[src/rtl/pc_fetch_sequencer.sv]
// pc_fetch_sequencer
//
// Owns the architectural PC and runs the instruction fetch loop. Each fetch
// sends the PC to instruction memory with a req/ack handshake. The returned
// word is held in a one-entry buffer and offered to decode with valid/ready.
// Only one fetch is ever outstanding, and there is no prefetch.
//
// The execute stage can redirect fetch with a one-cycle pulse. The target is
// base + imm; JALR targets also have bit 0 cleared. A misaligned target raises
// a sticky fault and parks the sequencer until reset.
//
// Ports:
//   clk               system clock, rising edge
//   rst_n             asynchronous active-low reset
//   o_imem_req        fetch request to instruction memory
//   o_imem_addr       fetch address, stable while o_imem_req is high
//   i_imem_ack        memory returns i_imem_rdata this cycle
//   i_imem_rdata      instruction word, valid with i_imem_ack
//   o_instr_valid     buffered instruction available to decode
//   o_instr           buffered instruction
//   o_instr_pc        PC of the buffered instruction
//   i_instr_ready     decode accepts the instruction (valid & ready)
//   i_redirect_valid  taken branch/jump pulse
//   i_redirect_base   PC (branch/JAL) or rs1 (JALR)
//   i_redirect_imm    sign-extended immediate
//   i_redirect_jalr   clear bit 0 of the target
//   o_fault           misaligned target seen; sticky until reset
//   o_fault_addr      offending target
//
// Only XLEN = 32 is supported.

module pc_fetch_sequencer #(
  parameter int unsigned      XLEN     = 32,
  parameter logic [XLEN-1:0]  RESET_PC = 32'h0000_0000
) (
  input  logic            clk,
  input  logic            rst_n,
  output logic            o_imem_req,
  output logic [XLEN-1:0] o_imem_addr,
  input  logic            i_imem_ack,
  input  logic [31:0]     i_imem_rdata,
  output logic            o_instr_valid,
  output logic [31:0]     o_instr,
  output logic [XLEN-1:0] o_instr_pc,
  input  logic            i_instr_ready,
  input  logic            i_redirect_valid,
  input  logic [XLEN-1:0] i_redirect_base,
  input  logic [XLEN-1:0] i_redirect_imm,
  input  logic            i_redirect_jalr,
  output logic            o_fault,
  output logic [XLEN-1:0] o_fault_addr
);

  localparam logic [XLEN-1:0] PcStep = {{(XLEN-3){1'b0}}, 3'd4};

  typedef enum logic [1:0] {
    StReq,
    StWait,
    StHold,
    StFault
  } state_e;

  state_e            r_state,       w_state_next;
  logic [XLEN-1:0]   r_pc,          w_pc_next;
  logic [XLEN-1:0]   r_fetch_addr,  w_fetch_addr_next;
  logic              r_kill,        w_kill_next;
  logic              r_instr_valid, w_instr_valid_next;
  logic [31:0]       r_instr,       w_instr_next;
  logic [XLEN-1:0]   r_instr_pc,    w_instr_pc_next;
  logic              r_fault,       w_fault_next;
  logic [XLEN-1:0]   r_fault_addr,  w_fault_addr_next;

  logic [XLEN-1:0]   w_sum;
  logic [XLEN-1:0]   w_target;
  logic              w_misaligned;

  // Redirect target, wrapping mod 2^XLEN. JALR drops bit 0 only, so a JALR
  // target with bit 1 set is still reported as misaligned.
  always_comb begin
    w_sum        = i_redirect_base + i_redirect_imm;
    w_target     = {w_sum[XLEN-1:1], w_sum[0] & ~i_redirect_jalr};
    w_misaligned = (w_target[1:0] != 2'b00);
  end

  // Next-state logic. A redirect beats ack and ready in every live state.
  always_comb begin
    w_state_next       = r_state;
    w_pc_next          = r_pc;
    w_fetch_addr_next  = r_fetch_addr;
    w_kill_next        = r_kill;
    w_instr_valid_next = r_instr_valid;
    w_instr_next       = r_instr;
    w_instr_pc_next    = r_instr_pc;
    w_fault_next       = r_fault;
    w_fault_addr_next  = r_fault_addr;

    if (r_state != StFault && i_redirect_valid) begin
      // Flush the buffer even if decode is taking it this same cycle.
      w_instr_valid_next = 1'b0;
      if (w_misaligned) begin
        w_fault_next      = 1'b1;
        w_fault_addr_next = w_target;
        w_kill_next       = 1'b0;
        w_state_next      = StFault;
      end else begin
        w_pc_next = w_target;
        if (r_state == StWait && !i_imem_ack) begin
          // The old request is still open. Keep its address on the bus and
          // drop its data when the ack finally arrives.
          w_kill_next = 1'b1;
        end else begin
          w_kill_next       = 1'b0;
          w_fetch_addr_next = w_target;
          w_state_next      = StReq;
        end
      end
    end else begin
      unique case (r_state)
        StReq: begin
          w_state_next = StWait;
        end
        StWait: begin
          if (i_imem_ack) begin
            if (r_kill) begin
              w_kill_next       = 1'b0;
              w_fetch_addr_next = r_pc;
              w_state_next      = StReq;
            end else begin
              w_instr_next       = i_imem_rdata;
              w_instr_pc_next    = r_pc;
              w_instr_valid_next = 1'b1;
              w_pc_next          = r_pc + PcStep;
              w_fetch_addr_next  = r_pc + PcStep;
              w_state_next       = StHold;
            end
          end
        end
        StHold: begin
          if (i_instr_ready) begin
            w_instr_valid_next = 1'b0;
            w_fetch_addr_next  = r_pc;
            w_state_next       = StReq;
          end
        end
        StFault: begin
          w_instr_valid_next = 1'b0;
        end
        default: begin
          w_state_next = StFault;
        end
      endcase
    end
  end

  always_ff @(posedge clk or negedge rst_n) begin
    if (!rst_n) begin
      r_state       <= StReq;
      r_pc          <= RESET_PC;
      r_fetch_addr  <= RESET_PC;
      r_kill        <= 1'b0;
      r_instr_valid <= 1'b0;
      r_instr       <= '0;
      r_instr_pc    <= '0;
      r_fault       <= 1'b0;
      r_fault_addr  <= '0;
    end else begin
      r_state       <= w_state_next;
      r_pc          <= w_pc_next;
      r_fetch_addr  <= w_fetch_addr_next;
      r_kill        <= w_kill_next;
      r_instr_valid <= w_instr_valid_next;
      r_instr       <= w_instr_next;
      r_instr_pc    <= w_instr_pc_next;
      r_fault       <= w_fault_next;
      r_fault_addr  <= w_fault_addr_next;
    end
  end

  // The reset state is REQ, but the request must stay low while reset is
  // asserted. It is therefore gated by rst_n so it drops the moment reset hits.
  always_comb begin
    o_imem_req    = rst_n & ((r_state == StReq) || (r_state == StWait));
    o_imem_addr   = r_fetch_addr;
    o_instr_valid = r_instr_valid;
    o_instr       = r_instr;
    o_instr_pc    = r_instr_pc;
    o_fault       = r_fault;
    o_fault_addr  = r_fault_addr;
  end

endmodule

[config.mk]
export PLATFORM = sky130hd
export DESIGN_NAME = pc_fetch_sequencer
export DESIGN_NICKNAME = d
export VERILOG_FILES = /design/src/rtl/pc_fetch_sequencer.sv
export SDC_FILE = /design/constraint.sdc
export NUM_CORES = 1
export LEC_CHECK = 0
export CAP_MARGIN = 10
export CORE_MARGIN = 8
export CORE_UTILIZATION = 50
export CTS_CLUSTER_DIAMETER = 80
export DETAILED_ROUTE_END_ITERATION = 10
export PLACE_DENSITY_LB_ADDON = 0.25
export SYNTH_ARGS = -nofsm -noshare
export SYNTH_HDL_FRONTEND = slang
export SYNTH_SLANG_ARGS = --single-unit
[constraint.sdc]
create_clock -name clk -period 3.15 [get_ports clk]
set_input_delay 0.63 -clock clk [delete_from_list [all_inputs] [get_ports clk]]
set_output_delay 0.63 -clock clk [all_outputs]
set_load 0.05 [all_outputs]
# Yosys cells after proc, flatten, opt, wreduce, memory -nomap -nowiden
# Cells that the tools add are included.
totals:
  reg_bits: 165
  input_bits: 102
  out_inout_bits: 131
  word_cells: 71
op_classes:
  add_sub_neg: 2
  n_eq_ne: 10
  n_mux: 27
  bitwise: 5
  reduce_logical: 18
ops:
  columns: ["op", "count"]
  rows:
  - ["$mux 32", 9]
  - ["$pmux 32 s2", 1]
  - ["$add 32x3->32 const B", 1]
  - ["$add 32x32->32", 1]
  - ["$mux 2", 6]
  - ["$ne 3x3->1 const B", 4]
  - ["$reduce_and 4->1", 3]
  - ["$mux 1", 9]
  - ["$reduce_bool 4->1", 2]
  - ["$ne 2x2->1 const B", 3]
  - ["$pmux 2 s3", 1]
  - ["$reduce_bool 2->1", 3]
  - ["$reduce_and 5->1", 1]
  - ["$eq 2x2->1 const B", 2]
  - ["$reduce_and 2->1", 2]
  - ["$not 1->1", 3]
  - ["$pmux 1 s3", 1]
  - ["$reduce_and 3->1", 1]
  - ["$reduce_bool 3->1", 1]
  - ["$and 1x1->1", 2]
  - ["$eq 2x1->1 const B", 1]
  - ["$logic_and 1x1->1", 2]
  - ["$logic_not 2->1", 1]
  - ["$logic_not 1->1", 1]
  - ["$logic_or 1x1->1", 1]

# Logic depth before layout (Yosys ltp)
# Gate-level depths: netlist of the first run.
logic_depth:
  word_depth: 5
  depth_mapped: 11
  mapped_depth_nobuf: 10

# Worst setup path after synthesis of the first run
# No wires, ideal clock.
synth_path:
  kind: "input -> register"
  startpoint: "in i_redirect_base[0]"
  endpoint: "reg r_fetch_addr[28] (netlist: o_imem_addr[28])"
  setup_ns: 0.121
  t_arrival_ns: 2.675
  t_required_ns: 3.029
  setup_slack_ns: 0.354
  path_stages: 10
  n_path_buf: 0
  cell_sequence: "ha_1 fa_1 a21oi_1 o221ai_2 nand4_2 a211o_1 o211a_1 mux2_1 a31oi_1 nor2_1"
synth_via:
  elab_chain_cells: 5
  elab_cells_between_ends: 8
  classes_between: "add/sub: 1; eq/ne: 1; mux: 3; bitwise: 1; reduce/logical: 2"
synth_rtl:
  columns: ["item", "line_no", "text"]
  rows:
  - ["start, declared", "47", "input logic [XLEN-1:0] i_redirect_base,"]
  - ["$add 32x32->32 *", "80", "w_sum = i_redirect_base + i_redirect_imm;"]
  - ["$and 1x1->1", "81", "w_target = {w_sum[XLEN-1:1], w_sum[0] & ~i_redirect_jalr};"]
  - ["$reduce_bool 2->1", "82", "w_misaligned = (w_target[1:0] != 2'b00);"]
  - ["$ne 2x2->1 (no line)", null, null]
  - ["$reduce_and 5->1 (no line)", null, null]
  - ["end signal, assigned", "169", "r_fetch_addr <= w_fetch_addr_next;"]
  - ["end, declared", "65", "logic [XLEN-1:0] r_fetch_addr, w_fetch_addr_next;"]
# Every way passes the cells marked *; elsewhere a longest branch is shown, timed or not. The select of a mux whose other input is x is not followed.
# A chain may end at the register's enable or synchronous reset.

# Worst setup path in the final report of the first run
layout_path:
  startpoint: "in i_redirect_base[0]"
  endpoint: "reg r_pc[20]"
layout_via:
  elab_chain_cells: 5
  elab_cells_between_ends: 7
  classes_between: "add/sub: 1; eq/ne: 1; mux: 2; bitwise: 1; reduce/logical: 2"
layout_rtl:
  columns: ["item", "line_no", "text"]
  rows:
  - ["$add 32x32->32 *", "80", null]
  - ["$and 1x1->1", "81", null]
  - ["$reduce_bool 2->1", "82", null]
  - ["$ne 2x2->1 (no line)", null, null]
  - ["$reduce_and 3->1 (no line)", null, null]
  - ["end signal, assigned", "168", "r_pc <= w_pc_next;"]
  - ["end, declared", "64", "logic [XLEN-1:0] r_pc, w_pc_next;"]
# Marks and branches as above.

==> results of run 1 <==
-- cells in the final DEF (no fill, tap or decap), types with 6 or more instances in the layout --
| cell type | count |
|---|---|
| xnor2_1 | 25 |
| xor2_1 | 30 |
| mux2i_1 | 6 |
| nor2b_1 | 13 |
| buf_12 | 6 |
| and2_1 | 6 |
| a21o_1 | 12 |
| o31ai_1 | 6 |
| a31oi_1 | 14 |
| a211oi_1 | 6 |
| nand2_1 | 133 |
| o21ai_0 | 71 |
| a22o_1 | 9 |
| o21ai_1 | 22 |
| nand4_1 | 9 |
| nand3_1 | 23 |
| clkdlybuf4s50_1 | 230 |
| nor3_1 | 16 |
| ha_1 | 37 |
| mux2_2 | 66 |
| clkbuf_16 | 17 |
| o22ai_1 | 6 |
| nor2_1 | 69 |
| a21oi_1 | 69 |
| and3_1 | 8 |
| buf_4 | 97 |
| dfrtp_1 | 165 |
| inv_1 | 20 |
-- timing repair --
item	in CTS	in global routing
setup endpoints to repair	0	3
resized for setup	0	1
hold buffers	0	0
-- cell type report --
cell class | count | area share
multi-input cells | 758 | 0.381
inverters | 20 | 0.00560
clock buffers | 20 | 0.0348
clock inverters | 12 | 0.0132
flip-flops and latches | 165 | 0.308
repair buffers | 334 | 0.236
well taps | 234 | 0.0218
-- per-stage QoR --
stage	util	setup TNS [ns]	std cells	hold WS [ns]
6_report	0.717	0	1543	0.299
5_1_grt	0.717	0	1543	0.343
4_1_cts	0.717	0	1543	0.327
3_5_place_dp	0.682	-7.59	1511	0.462
3_3_place_gp	0.682	-3.90	1511	0.458
2_1_floorplan	-	0	999	0.334
-- sequential cells by signal, indices dropped and copies added, names as in the netlist --
| name | cells |
|---|---|
| o_fault | 1 |
| r_kill | 1 |
| o_fault_addr | 32 |
| r_pc | 32 |
| r_state | 2 |
| o_imem_addr | 32 |
| o_instr_pc | 32 |
| o_instr | 32 |
| o_instr_valid | 1 |
-- synth_stat cells (all sizes together) (20+ instances only) --
library cell and number:
ha 37, mux2 68, o21ai 94, a21oi 71, nor2 71, dfrtp 165, nand2 133, nand3 25
inv 20, clkbuf 40, xnor2 26, xor2 31
-- power groups by stage --
stage / Combinational (mW) / Clock (mW) / Sequential (mW)
6_report: 8.33 / 2.25 / 4.03
5_1_grt: 8.77 / 2.36 / 4.15
4_1_cts: 8.35 / 2.27 / 4.01
3_5_place_dp: 8.29 / 0 / 4.03
3_3_place_gp: 8.18 / 0 / 3.99
2_1_floorplan: 2.63 / 0 / 6.55
-- cells by family after synthesis --
logic type | after synthesis
AND/OR/NAND/NOR | 320
AO/OA/AOI/OAI | 269
flip-flops | 165
buffers and inverters | 76
multiplexers | 74
XOR/XNOR | 57
adder cells (fa/ha/maj) | 38
-- routing by layer --
metal	GRT usage	up-vias	wire length [um]
li1	-	4168	-
met1	0.305	4229	11800
met2	0.430	393	15200
met3	0.0465	67	1980
met4	0.0985	0	908
met5	0	-	0
-- final timing paths --
check	endpoint	cells past startpoint	start	slack (ns)
worst max-delay path	r_pc[20]$_DFFE_PN0P_	11	i_redirect_base[0]	0.11
worst min register to register	o_fault_addr[5]$_DFFE_PN0P_	2	o_fault_addr[5]$_DFFE_PN0P_	0.47
max in group asynchronous	o_fault_addr[1]$_DFFE_PN0P_	2	rst_n	2.12
min in group clk	o_fault_addr[5]$_DFFE_PN0P_	2	o_fault_addr[5]$_DFFE_PN0P_	0.47
worst min-delay path	r_pc[8]$_DFFE_PN0P_	2	rst_n	0.30
worst max register to register	o_imem_addr[30]$_DFFE_PN0P_	9	r_pc[2]$_DFFE_PN0P_	0.56
==> results.md, run 1 <==
* Setup ws final at around 0.11 ns
* Bufs on Longest Clock Path at 2
* Routed WL per cell at between 15 and 20 um
* IO Pins at ~230
* Outcome: finished clean
* Power density cells at around 1100 nW/um^2
* Ys flop type: dfrtp_1
* Vias at a little under 9000
* FP Rows at 50
* Crit-path most repeated cell: a21oi_1
* Largest stage delay, worst path at approximately 0.4 ns
* Req. time, crit path at roughly 3.5 ns
* Initial antenna violation count at 0
* Crit share post-route at 0.964
* Final Instance Area at 13400 um^2
* Cell taking the most area after synthesis: dfrtp_1
* Worst vdd ir at ~0.68 mV
* Final hold vios at 0
* Placed Instance Area at 12800 um^2
* First-pass GRT wire length at around 47000 um
* Die H at 154 um
* Gpl congestion at approximately 0.93
* Post-synthesis instance area at approximately 9500 um^2
* Worst Path Buf+Inv at 1
* H-tree depth at 4
* Pleak at between 5 and 6 nW
* Fill count at approximately 1400
* Hold Crit Class: primary input to async pin
* Syn avg cell area at between 9 and 10 um^2
* Worst-Skew Late Latency at 0.43 ns
* Seq cells post-synth at roughly 170
* Worst slew pin tran at about 1.0 ns
* Multi-input gate area at between 5000 and 6000 um^2
* Die W at about 150 um
* Worst slew margin relative to its limit at 0.320
* Final nets at 1436
* Largest net degree at the start of global routing at 98
* Yosys cell types at slightly below 80
* Synth top area share at 0.434
* Critical Setup Path Class: primary input to flip-flop
* Clock power frac at 0.154
* Syn_nets at around 1100
* Drt total wl at 29900 um
* Synth async-reset ratio at 1.00
* Sw Share at 0.480
* Post-synthesis sequential area ratio at 0.434
* Post CTS Setup Buffer Count at 0
* PortBufs at ~230
* CP startpoint kind: primary input
* Post-synthesis adder-cell area fraction at 0.0508
* Crit path max-delay family: compound AO/OA/AOI/OAI gates
* DRC at 0
* P_int at 7.59 mW
* Slew Limit Fails at 0
* Chain of cells forming the critical path: clkdlybuf4s50_1 > ha_1 > fa_1 > a21oi_1 > o221ai_2 > nand4_2 > a31oi_1 > a211o_1 > a21oi_1 > xor2_2 > o211ai_1
* Logic pwr share at 0.570
* Setup Slack @ Placement at -0.325 ns
* Sequential cell area at roughly 4100 um^2
* Synth Area in Simple Gates at 0.164
* DR vias/cell at around 5.7
* Flop pwr share at 0.276
* Post-synthesis compound-gate area fraction at 0.179
* RSZ-0062 raised after global routing: false
* Ant. Diodes at 0
* Slowest CP cell: clkdlybuf4s50_1
* Drt pass-1 iters at 5
* Clock skew at roughly 0.0093 ns
* Num CTS Buffers at 17
* Final ANT Viol Nets at 0
* Core outline area at about 19000 um^2
* Post-Synth XOR/XNOR Area at 0.0533
* WP data arrival at between 3 and 4 ns
* EDFF count, synth at 0
* Combinational family with the most area after synthesis: compound AO/OA/AOI/OAI gates
* Total global-route track usage at 0.250
* Max Freq at 329 MHz
* Mux contribution to synthesized area at 0.0868
* Initial DRC count at between 600 and 700
* Psw at between 7 and 8 mW
* Layout cells sized above 1 at 0.181
* CTS clk-pin slew, worst paths at about 0.060 ns
* Worst setup EP type: flip-flop
* CTS sink count at 165
* Post-route minimum period at a little over 3 ns
* Post-synthesis cell count at roughly 1000
* Post-DP HPWL at 22400 um
* Vias in the first global route at around 9000
* Ys Warns at 0
* Top cells by area, synth: dfrtp_1 (43%), mux2_2 (7.8%), nand2_1 (5.2%), ha_1 (4.9%), o21ai_0 (3.7%)
* Full die area at 23700 um^2
* Initial core utilization at 0.509
* Max-cap violations at 0
* Critical path peak fanout at 3
* Total gr overflow at 0
* Tot Pwr at ~15 mW
* Layout area overhead at 41.0%
* Final setup fails at 0
* CTS tree: yes
* Root buffer cell: clkbuf_16
Note: power is estimated with default switching activity, not from simulation.
==> inputs of run 2 (changes only) <==
--- a/config.mk
+++ b/config.mk
@@ -11,6 +11,7 @@
 export CTS_CLUSTER_DIAMETER = 80
 export DETAILED_ROUTE_END_ITERATION = 10
 export PLACE_DENSITY_LB_ADDON = 0.25
+export SLEW_MARGIN = 0
 export SYNTH_ARGS = -nofsm -noshare
 export SYNTH_HDL_FRONTEND = slang
 export SYNTH_SLANG_ARGS = --single-unit
==> results of run 2 <==
Final layout, timing and power as in run 1 (identical DEF).
==> inputs of run 3 (changes only) <==
--- a/config.mk
+++ b/config.mk
@@ -6,8 +6,10 @@
 export NUM_CORES = 1
 export LEC_CHECK = 0
 export CAP_MARGIN = 10
+export CELL_PAD_IN_SITES_DETAIL_PLACEMENT = 2
+export CELL_PAD_IN_SITES_GLOBAL_PLACEMENT = 2
 export CORE_MARGIN = 8
-export CORE_UTILIZATION = 50
+export CORE_UTILIZATION = 30
 export CTS_CLUSTER_DIAMETER = 80
 export DETAILED_ROUTE_END_ITERATION = 10
 export PLACE_DENSITY_LB_ADDON = 0.25
==> run 3 against run 2 <==
Effect of this change:
- hold slack improved by 0.0099 ns
- global-route usage decreased by 5.1 points
- via count up 1.9%
- critical path depth grew 1
- final cell count up 11%
- non-clock buffer count grew 9
- first-iteration DRC count is 23% lower
- sequential power is 1% higher
- critical endpoint is now r_pc[25]$_DFFE_PN0P_
==> results.md, run 3 (synthesis gave the netlist of run 1 again) <==
* Worst vdd ir at 0.485 mV
* Most common cell after layout, fill and taps aside: clkdlybuf4s50_1
* Initial core utilization at 0.303
* H-tree depth at 4
* Die W at 194 um
* CTS sink count at about 170
* Max Freq at about 320 MHz
* Drt total wl at roughly 38000 um
* Num CTS Buffers at 17
* Final Core Density at 0.435
* Most frequent cells in the layout: clkdlybuf4s50_1 (230), dfrtp_1 (165), nand2_1 (133)
* Post-route insts no fill at 1720
* Req. time, crit path at between 3 and 4 ns
* CP startpoint kind: primary input
* Vias in the first global route at 10100
* Final hold vios at 0
* Layout area overhead at 43.5%
* Die H at 194 um
* Power density cells at 1080 nW/um^2
* Slew Limit Fails at 0
* IO Pins at between 200 and 250
* Worst slew pin tran at roughly 0.75 ns
* Final ANT Viol Nets at 0
* Post-route minimum period at 3.12 ns
* Layout cells sized above 1 at 0.187
* Vias at approximately 9000
* Drt pass-1 iters at 4
* Gpl congestion at approximately 0.83
* Full die area at approximately 38000 um^2
* Worst-Skew Late Latency at between 0.4 and 0.5 ns
* Routed WL per cell at approximately 22 um
* CTS tree: yes
* Outcome: finished clean
* DRC at 0
* Worst slew margin relative to its limit at 0.498
* Critical Setup Path Class: primary input to flip-flop
* Placed insts at around 1700
* Clock skew at 0.0108 ns
* Critical path peak fanout at 4
* Core outline area at between 30000 and 40000 um^2
* Final setup fails at 0
* CTS clk-pin slew, worst paths at about 0.070 ns
* Post-DP HPWL at about 30000 um
* Bufs on Longest Clock Path at 2
* DR vias/cell at 5.25
* Crit share post-route at 0.989
* Post-CTS Hold Buffers at 0
* Reg2Reg Launch Point: r_pc[2]$_DFFE_PN0P_
* Pleak at just under 6 nW
* PortBufs at 232
* First-pass GRT wire length at roughly 60000 um
* Register-to-register setup slack at approximately 0.36 ns
* Root buffer cell: clkbuf_16
* Worst setup EP type: flip-flop
* Worst R2R Path Depth at 9
* Hold_ws at about 0.31 ns
* Initial antenna violation count at 1
* Initial DRC count at 518
* Ant. Diodes at 0
* Tot Pwr at roughly 15 mW
* Largest net degree at the start of global routing at 128
* Max-cap violations at 0
* Worst reg2reg path endpoint: o_imem_addr[30]$_DFFE_PN0P_
* Total global-route track usage at 0.200
* Final nets at roughly 1400
* FP Rows at 65
* Hold Crit Class: primary input to async pin
* WP data arrival at 3.43 ns
* Fill count at roughly 3400
* Total gr overflow at 0
[run 3: cell types whose count changed in the layout (fill, tap and decap cells not counted), sizes merged]
cell / before / now
buf: 104 / 113
bufinv: 4 / 3
clkbuf: 20 / 21
clkinv: 6 / 4
clkinvlp: 2 / 3
inv: 20 / 21
[run 3: power by group]
group | internal, mW | total [mW] | switching (mW)
Combinational | 3.05 | 8.48 | 5.43
Sequential | 3.14 | 4.09 | 0.951
Clock | 1.31 | 2.22 | 0.910
[run 3: repair_timing]
| action | 4_1_cts | 5_1_grt |
|---|---|---|
| setup endpoints to repair | 0 | 13 |
| setup buffers | 0 | 1 |
| gates resized for setup | 0 | 2 |
[run 3: area by class of cell]
type / count / area, um^2 / share of cell area
tap: 402 / 503 / 0.0369
clock buffer: 21 / 470 / 0.0345
timing repair buffer: 343 / 3200 / 0.235
clock inverter: 11 / 149 / 0.0109
multi-input combinational: 758 / 5120 / 0.375
inverter: 20 / 75.1 / 0.00550
sequential: 165 / 4130 / 0.303
[run 3: metrics by stage]
stage	setup TNS (ns)	instance area, um^2	worst slack, ns
2_1_floorplan	0	9510	0.354
3_3_place_gp	-6.78	13000	-0.306
3_5_place_dp	-10.65	13000	-0.371
4_1_cts	0	13600	0.107
5_1_grt	-0.0292	13600	-0.0292
6_report	0	13600	0.0350
[run 3: metal layers]
layer,global-route usage,wire length [um],part of all wire,up-vias
li1,-,-,-,4179
met1,0.266,17600,0.47,4565
met2,0.321,17500,0.47,241
met3,0.0417,1810,0.048,38
met4,0.0586,673,0.018,2
met5,0,8,0.00021,-
[run 3: critical path, cell delays in order]
cell             delay (ns)
clkdlybuf4s50_1        0.41
ha_1                   0.35
nand3_1                0.16
a211oi_2               0.35
o21ai_1                0.14
buf_4                  0.17
a21oi_2                0.18
o21ai_1                0.17
o31ai_1                0.46
xnor2_1                0.18
buf_4                  0.16
o21ai_1                0.08
[run 3: worst max-delay path by stage]
stage / cells after the start / endpoint / slack [ns] / from
floorplan: 10 / o_imem_addr[28]$_DFFE_PN0P_ / 0.35 / i_redirect_base[0]
global placement: 11 / o_imem_addr[20]$_DFFE_PN0P_ / -0.31 / i_redirect_base[0]
detailed placement: 11 / o_imem_addr[24]$_DFFE_PN0P_ / -0.37 / i_redirect_base[0]
CTS: 11 / o_imem_addr[24]$_DFFE_PN0P_ / 0.11 / i_redirect_base[0]
global route: 13 / r_pc[25]$_DFFE_PN0P_ / -0.03 / i_redirect_imm[0]
finish: 12 / r_pc[25]$_DFFE_PN0P_ / 0.03 / i_redirect_base[2]
